==> src/rtl/bf16_pkg.sv <==
// Shared BF16 types, constants and ordering helpers for the min/max stream unit.
package bf16_pkg;

   typedef logic [15:0] bf16_t;

   localparam bf16_t BF16_QNAN = 16'h7FC0;

   typedef enum logic [1:0] {
      OP_EMIN = 2'b00,
      OP_EMAX = 2'b01,
      OP_RMAX = 2'b10,
      OP_RMIN = 2'b11
   } op_e;

   // Sign-magnitude to offset-binary: unsigned compare gives a total order with -0 < +0.
   function automatic logic [15:0] bf16_key(input bf16_t x);
      return x[15] ? ~x : (x | 16'h8000);
   endfunction

   function automatic logic bf16_is_nan(input bf16_t x);
      return (x[14:7] == 8'hFF) && (x[6:0] != 7'd0);
   endfunction

endpackage

==> src/rtl/bf16_minmax_lane.sv <==
// One-lane BF16 min/max: picks y only when strictly better than x, NaN on either input wins.
module bf16_minmax_lane
   import bf16_pkg::*;
(
   input  bf16_t x,
   input  bf16_t y,
   input  logic  is_max,
   output logic  sel_y,
   output bf16_t res,
   output logic  nan
);

   logic [15:0] kx;
   logic [15:0] ky;

   assign kx    = bf16_key(x);
   assign ky    = bf16_key(y);
   assign nan   = bf16_is_nan(x) || bf16_is_nan(y);
   assign sel_y = !nan && (is_max ? (ky > kx) : (ky < kx));
   assign res   = nan ? BF16_QNAN : (sel_y ? y : x);

endmodule

==> src/rtl/bf16_vec_minmax_stream.sv <==
// N-lane BF16 streaming min/max: elementwise MIN/MAX or per-lane packet reduction with argmax/argmin index.
module bf16_vec_minmax_stream
   import bf16_pkg::*;
#(
   parameter int N     = 2,
   parameter int IDX_W = 8
)(
   input  logic                 clk1,
   input  logic                 rst1,
   input  logic [16*N-1:0]      a1,
   input  logic [16*N-1:0]      b1,
   input  logic [1:0]           control,
   input  logic                 in_valid,
   input  logic                 in_last,
   output logic                 in_ready,
   output logic [16*N-1:0]      out,
   output logic [IDX_W*N-1:0]   out_idx,
   output logic [N-1:0]         out_nan,
   output logic                 out_ovf,
   output logic                 out_valid,
   input  logic                 out_ready,
   output logic                 busy
);

   localparam logic [IDX_W-1:0] CNT_MAX = '1;
   localparam logic [IDX_W-1:0] CNT_ONE = IDX_W'(1);

   typedef enum logic {IDLE, RUN} state_e;

   state_e           state_reg;
   op_e              mode_reg;
   bf16_t            acc_reg    [N];
   logic [IDX_W-1:0] idx_reg    [N];
   logic [N-1:0]     accnan_reg;
   logic [IDX_W-1:0] cnt_reg;
   logic             sat_reg;
   logic             ovf_reg;

   op_e              op_cur;
   logic             running;
   logic             accept;
   logic             is_reduce;
   logic             is_max;
   logic             load_out;
   logic             beat_ovf;

   bf16_t            lane_x     [N];
   bf16_t            lane_y     [N];
   bf16_t            lane_res   [N];
   logic [IDX_W-1:0] lane_idx   [N];
   logic [N-1:0]     lane_sel;
   logic [N-1:0]     lane_nan;

   assign running   = (state_reg == RUN);
   assign in_ready  = !out_valid || out_ready;
   assign accept    = in_valid && in_ready;
   assign op_cur    = running ? mode_reg : op_e'(control);
   assign is_reduce = op_cur[1];
   assign is_max    = (op_cur == OP_EMAX) || (op_cur == OP_RMAX);
   assign load_out  = accept && (!is_reduce || in_last);
   assign busy      = running;

   // The counter sticks at CNT_MAX; the beat that lands on CNT_MAX is still legal,
   // only a further beat (sat_reg already set) means the packet outgrew the index space.
   assign beat_ovf  = running && (cnt_reg == CNT_MAX) && sat_reg;

   generate
      for (genvar gi = 0; gi < N; gi++) begin : g_lane
         // IDLE reduce feeds a against itself so a first-beat NaN is canonicalised.
         assign lane_x[gi] = running ? acc_reg[gi] : a1[16*gi +: 16];
         assign lane_y[gi] = is_reduce ? a1[16*gi +: 16] : b1[16*gi +: 16];

         bf16_minmax_lane u_lane (
            .x      (lane_x[gi]),
            .y      (lane_y[gi]),
            .is_max (is_max),
            .sel_y  (lane_sel[gi]),
            .res    (lane_res[gi]),
            .nan    (lane_nan[gi])
         );

         // A newly seen NaN also claims the index; once the accumulator is NaN nothing replaces it.
         assign lane_idx[gi] = !running ? '0 :
                               (lane_sel[gi] || (lane_nan[gi] && !accnan_reg[gi])) ? cnt_reg :
                               idx_reg[gi];
      end
   endgenerate

   always_ff @(posedge clk1 or posedge rst1) begin
      if (rst1) begin
         state_reg  <= IDLE;
         mode_reg   <= OP_EMIN;
         cnt_reg    <= '0;
         sat_reg    <= 1'b0;
         ovf_reg    <= 1'b0;
         accnan_reg <= '0;
         out        <= '0;
         out_idx    <= '0;
         out_nan    <= '0;
         out_ovf    <= 1'b0;
         out_valid  <= 1'b0;
         for (int i = 0; i < N; i++) begin
            acc_reg[i] <= '0;
            idx_reg[i] <= '0;
         end
      end else begin
         if (load_out) begin
            out_valid <= 1'b1;
            out_ovf   <= running && (ovf_reg || beat_ovf);
            for (int i = 0; i < N; i++) begin
               out[16*i +: 16]         <= lane_res[i];
               out_idx[IDX_W*i +: IDX_W] <= lane_idx[i];
               out_nan[i]              <= lane_nan[i];
            end
         end else if (out_ready) begin
            out_valid <= 1'b0;
         end

         if (accept && is_reduce) begin
            for (int i = 0; i < N; i++) begin
               acc_reg[i]    <= lane_res[i];
               idx_reg[i]    <= lane_idx[i];
               accnan_reg[i] <= lane_nan[i];
            end
            if (!running) begin
               cnt_reg  <= CNT_ONE;
               sat_reg  <= 1'b0;
               ovf_reg  <= 1'b0;
               mode_reg <= op_cur;
               if (!in_last) state_reg <= RUN;
            end else begin
               if (cnt_reg == CNT_MAX) sat_reg <= 1'b1;
               else                    cnt_reg <= cnt_reg + CNT_ONE;
               if (beat_ovf) ovf_reg <= 1'b1;
               if (in_last)  state_reg <= IDLE;
            end
         end
      end
   end

endmodule

==> config.mk <==
export PLATFORM = sky130hd
export DESIGN_NAME = bf16_vec_minmax_stream
export DESIGN_NICKNAME = d
export VERILOG_FILES = /design/src/rtl/bf16_pkg.sv /design/src/rtl/bf16_minmax_lane.sv /design/src/rtl/bf16_vec_minmax_stream.sv
export SDC_FILE = /design/constraint.sdc
export NUM_CORES = 1
export LEC_CHECK = 0
export ABC_AREA = 1
export BUFFER_PORTS_ARGS = -buffer_cell sky130_fd_sc_hd__buf_2
export CAP_MARGIN = 20
export CORE_MARGIN = 2
export CORE_UTILIZATION = 33
export CTS_CLUSTER_SIZE = 16
export DETAILED_ROUTE_END_ITERATION = 12
export PLACE_DENSITY = 0.57
export SLEW_MARGIN = 30
export SYNTH_ARGS = -nofsm -noshare
export SYNTH_HDL_FRONTEND = slang
export SYNTH_SLANG_ARGS = --single-unit
==> constraint.sdc <==
create_clock -name clk1 -period 3.34 [get_ports clk1]
set_clock_uncertainty 0.15 [all_clocks]
set_input_delay 0.334 -clock clk1 [delete_from_list [all_inputs] [get_ports clk1]]
set_output_delay 0.334 -clock clk1 [all_outputs]
set_load 0.03 [all_outputs]
==> Word level (Yosys, flattened, before mapping) <==
Index checks and enable logic that the tools add are counted.
Widths: inputs -> output; s select.
{ "op_classes": {"add_sub_neg": 1, "magnitude_cmp": 4, "eq_ne": 10, "mux": 28, "bitwise_logic": 5, "n_reduce_logical": 37} }
{ "op_table": {"columns": ["operator", "count"], "rows": [
  ["$mux 16", 12],
  ["$not 16->16", 4],
  ["$mux 8", 6],
  ["$eq 8x8->1 const B", 5],
  ["$gt 16x16->1", 2],
  ["$lt 16x16->1", 2],
  ["$reduce_bool 7->1", 4],
  ["$logic_and 1x1->1", 14],
  ["$mux 1", 9],
  ["$add 8x1->8 const B", 1],
  ["$logic_or 1x1->1", 8],
  ["$reduce_and 2->1", 4],
  ["$logic_not 1->1", 6],
  ["$ne 2x1->1 const B", 2],
  ["$eq 2x1->1 const B", 1],
  ["$eq 2x2->1 const B", 1],
  ["$mux 2", 1],
  ["$ne 2x2->1 const B", 1],
  ["$reduce_bool 2->1", 1],
  ["$not 1->1", 1]
]} }
{ "totals": {"register_bits": 115, "inputBits": 71, "elab_cells": 100} }

==> Logic depth before layout (Yosys ltp) <==
{ "logic_depth": {"word_depth": 10, "depth_mapped": 24} }

==> By module <==
A second synthesis with hierarchy kept.
{ "unflattened": {"hier_cells": 1069, "area_unflattened_um2": 7898.8} }
{ "by_module_without_submodules": {"columns": ["module", "n_inst", "cells_per_inst", "area_each_um2", "seq_area_each_um2"], "rows": [
  ["bf16_vec_minmax_stream", 1, 719, 5696.7, 2877.8],
  ["bf16_minmax_lane", 2, 175, 1101.1, 0.0]
]} }

==> Least setup slack after synthesis <==
OpenSTA, ideal clock, no wires.
{ "synth_path": {"path_kind": "reg2reg", "startpoint": "register state_reg (netlist: busy)", "endpoint": "register idx_reg[10] in the netlist's numbering", "setup_time_ns": 0.119, "t_arrival_ns": 3.427, "setup_slack_ns": -0.356, "stages_incl_launch_ff": 24, "path_buffers": 4, "synth_period_minus_slack_ns": 3.696, "path_cell_list": "dfrtp_1 buf_6 inv_4 nand2_4 nand2_4 buf_2 o21ai_1 buf_2 xor2_1 ha_1 nand2_1 nor2_1 nand2_1 nor2_1 nand2_1 nand3_1 nand2_1 nand2_2 inv_2 nand2_1 buf_6 nand3_1 nand4_1 nand2_1"} }
{ "synth_between": {"elab_chain_cells": 10, "word_cells_on_any_way": 27} }
{ "synth_rtl": {"columns": ["item", "line_no", "text"], "rows": [
  ["from (decl)", "bf16_vec_minmax_stream.sv:30", "state_e state_reg;"],
  ["from (signal assigned)", "bf16_vec_minmax_stream.sv:91", "state_reg <= IDLE;"],
  ["from (signal assigned)", "bf16_vec_minmax_stream.sv:130", "if (!in_last) state_reg <= RUN;"],
  ["from (signal assigned)", "bf16_vec_minmax_stream.sv:135", "if (in_last) state_reg <= IDLE;"],
  ["$mux 2", "bf16_vec_minmax_stream.sv:57", "assign op_cur = running ? mode_reg : op_e'(control);"],
  ["$mux 16", "bf16_vec_minmax_stream.sv:71", "assign lane_y[gi] = is_reduce ? a1[16*gi +: 16] : b1[16*gi +: 16];"],
  ["$not 16->16 (tied with other cells)", "bf16_pkg.sv:17", "return x[15] ? ~x : (x | 16'h8000);"],
  ["$mux 16 / $logic_and 1x1->1 (equally long branches)", "bf16_pkg.sv:17, bf16_pkg.sv:21", null],
  ["$lt 16x16->1 (tied with other cells)", "bf16_minmax_lane.sv:19", "assign sel_y = !nan && (is_max ? (ky > kx) : (ky < kx));"],
  ["$mux 1 / $logic_not 1->1 (equally long branches)", "bf16_minmax_lane.sv:19", null],
  ["$logic_and 1x1->1", "bf16_minmax_lane.sv:19", null],
  ["$logic_or 1x1->1", "bf16_vec_minmax_stream.sv:84", "(lane_sel[gi] || (lane_nan[gi] && !accnan_reg[gi])) ? cnt_reg :"],
  ["$mux 8", "bf16_vec_minmax_stream.sv:84", null],
  ["$mux 8", "bf16_vec_minmax_stream.sv:83", "assign lane_idx[gi] = !running ? '0 :"],
  ["to (signal, indexed assignment)", "bf16_vec_minmax_stream.sv:122", "idx_reg[i] <= lane_idx[i];"],
  ["to (decl)", "bf16_vec_minmax_stream.sv:33", "logic [IDX_W-1:0] idx_reg [N];"]
]} }
Parallel ways exist; a longest one is shown, timed or not.
A chain may end at the register's enable or synchronous reset.

==> Final worst setup path <==
{ "layout_path": {"startpoint": "register state_reg (netlist: busy)", "endpoint": "register out[22]"} }
{ "layout_between": {"elab_chain_cells": 9, "word_cells_on_any_way": 27} }
{ "layout_rtl": {"columns": ["item", "line_no", "text"], "rows": [
  ["$mux 2", "bf16_vec_minmax_stream.sv:57", null],
  ["$mux 16", "bf16_vec_minmax_stream.sv:71", null],
  ["$not 16->16 (tied with other cells)", "bf16_pkg.sv:17", null],
  ["$mux 16 / $logic_and 1x1->1 (equally long branches)", "bf16_pkg.sv:17, bf16_pkg.sv:21", null],
  ["$lt 16x16->1 (tied with other cells)", "bf16_minmax_lane.sv:19", null],
  ["$mux 1 / $logic_not 1->1 (equally long branches)", "bf16_minmax_lane.sv:19", null],
  ["$logic_and 1x1->1", "bf16_minmax_lane.sv:19", null],
  ["$mux 16 (2 in series)", "bf16_minmax_lane.sv:20", "assign res = nan ? BF16_QNAN : (sel_y ? y : x);"],
  ["to (signal, indexed assignment)", "bf16_vec_minmax_stream.sv:111", "out[16*i +: 16] <= lane_res[i];"],
  ["to (decl)", "bf16_vec_minmax_stream.sv:16", "output logic [16*N-1:0] out,"]
]} }
Parallel ways exist; a longest one is shown, timed or not.

==> results.yml <==
logic_synthesis:
  synth_cells: 1207
  yosys_register_bits: 115
  ys_seq_area_share_pct: 35.3
  synth_area_leader_cell: "dfrtp_1"
  yosys_warnings: 0
  synth_area_sq_um: 8150
  syn-num-nets: 1311
  synth_area_leaders: "dfrtp_1 (35%), nand2_1 (23%), inv_1 (5.8%)"
  yosys-top-cells-count: "nand2_1 (489), inv_1 (126), dfrtp_1 (115)"
  synth_cell_types: 34
  yosysMostFrequentCell: "nand2_1"
  synth_edf_count: 0
  syn_avg_cell_area_sq_um: 6.75
  synth_top_area_share_pct: 35.3
  ys.flop_type: "dfrtp_1"
  async_flop_share_pct: 100
flow_run:
  drv_cap: 0
placement:
  dp_hpwl_mm: 20.1
  placed_area_sq_um: 9750
  gp_congestion: 0.910
  post-place-cells: 1697
  place_ws_ns: -0.0638
  io_buffers: 124
power_and_ir_drop:
  p_per_area_nw_per_um2: 1010
  max-vdd-ir-drop_v: 0.000433
  leakage_nw: 5.79
  power_mw: 10.7
cts:
  cts_max_level: 4
  cts_tree: "built"
  clk_pin_slew_ns: 0.06
  cts_buffers: 17
  cts_sinks: 115
  insertion_delay_ns: 0.42
  cts.path.max_buffers: 2
  cts-root-buf: "clkbuf_16"
min_path:
  holdCritPathClass: "in2reg"
  worst_hold_startpoint: "out_ready"
sta:
  tns_ns: 0
  setup_viol: 0
  max_freq_mhz: 308
  worst_slack_ns: 0.0938
  slew_violations: 0
  min_period_ns: 3.25
  holdWs_ns: 0.0409
  grt_setup_unrepaired: "true"
  worst_slew_pin_slew_ns: 0.815
  fin_crit_sh_pct: 97.2
  hold_viol: 0
  slew_headroom_pct: 45.6
die:
  die_h_microns: 161
  dieArea_sq_um: 26000
  coreArea_sq_um: 24200
  initial_core_util_pct: 33.6
  ios: 125
  rows: 57
  die_w_microns: 161
critical_path:
  worstPathMaxFanout: 13
  crit_type: "reg2reg"
  end_kind: "flop"
  rr_startpoint: "busy"
  critPathLaunchType: "flop"
  arrival_ns: 3.38
  cp.required_ns: 3.48
  rrSetupSlack_ns: 0.09
  startpoint: "busy"
global_route:
  grt_pass1_wl_mm: 42.0
  grt_pass1_vias: 8003
  antenna_found_initial: 0
  track_usage_pct: 20.5
  grt_remaining_overflow: 0
  grt_max_degree: 56
final_layout:
  fillCellCount: 2565
  fin_nets: 1499
  diodes: 0
  fin_util_pct: 43.6
  drive_gt1_share_pct: 21.3
  final-seq-area_sq_um: 2880
  multi_input_comb_area_sq_um: 4630
  area_growth_pct: 29.8
  instances_no_fill: 1732
  design_area_sq_um: 10600
detailed_routing:
  vias: 8262
  drtPass1Iterations: 5
  finalWirelength_mm: 26.3
  drtAntennaViolNets: 0
  routedWlPerCell_microns: 15.2
  drcViolationCount: 0
  drtIter0Drc: 567
  via_per_inst: 4.77
outcome:
  outcome: "finished, final reports clean"
## cells by family (layout without fill, tap and decap cells)
logic type	after synthesis	count (layout)	synth area share, %
compound gates	124	124	8.52
buf+inv	183	384	9.31
flops	115	115	35.3
simple gates	691	691	35.2
fa+ha+maj	33	33	5.07
xor+xnor	61	61	6.56
## power breakdown
part	internal, mW	total (mW)	switching, mW
combinational	2.34	6.30	3.96
sequential	1.94	2.23	0.288
clock	1.43	2.14	0.710
total	5.71	10.7	4.95
## path summary, 6_finish.rpt
path / endpoint / cells after the start
min: out_valid / 4
max reg2reg: out[22] / 19
max in group asynchronous: out[9] / 4
max: out[22] / 19
min in group asynchronous: out[0] / 3
min reg2reg: out[17] / 2
## cell usage in the layout, fill, tap and decap left out, drive strengths merged, types with 6 or more instances in the layout
cell	n
nand2	501
buf	219
inv	132
dfrtp	115
nor2	77
o21ai	74
nand3	55
nand4	38
xor2	36
ha	33
a21oi	29
xnor2	25
clkbuf	18
o211ai	14
nor3	12
nand3b	7
bufinv	6
clkinv	6
## critical path, cell delays in order (launching register included)
cell,delay (ns)
dfrtp_2,0.46
nand2_2,0.16
nand2_8,0.10
nand2_1,0.11
o21ai_4,0.08
buf_12,0.16
xor2_1,0.14
ha_1,0.27
nand2_1,0.07
nor2_2,0.14
nand2_1,0.08
nor2_1,0.12
inv_1,0.05
o21ai_1,0.11
nand2_1,0.08
nand2_2,0.14
clkinv_4,0.12
o21ai_0,0.32
buf_4,0.18
a21oi_1,0.05
## cell type report
type | instances | area share (%)
well taps | 324 | 3.83
flip-flops and latches | 115 | 27.2
repair buffers | 220 | 13.8
clock buffers | 18 | 4.15
multi-input cells | 909 | 43.8
clock inverters | 14 | 2.35
inverters | 132 | 4.80
## what timing repair did
action                                  4_1_cts  5_1_grt
hold buffers                                  1        0
setup buffers                                 0        2
hold endpoints to repair                     11        0
gates resized for setup                       3       31
endpoints found under the setup margin        6       96
pin swaps                                     0        4
## metal layers
metal  wire length, microns  part of all wire [%]  global-route usage [%]  up-vias
met5                      0                     0                       0        -
met4                    418                   1.6                    5.88        0
met3                   1180                   4.5                    3.06       29
met2                  12900                    49                    35.3      222
met1                  11800                    45                    26.8     3815
li1                       -                     -                       -     4196
No activity file was read; power rests on OpenSTA's default activity.
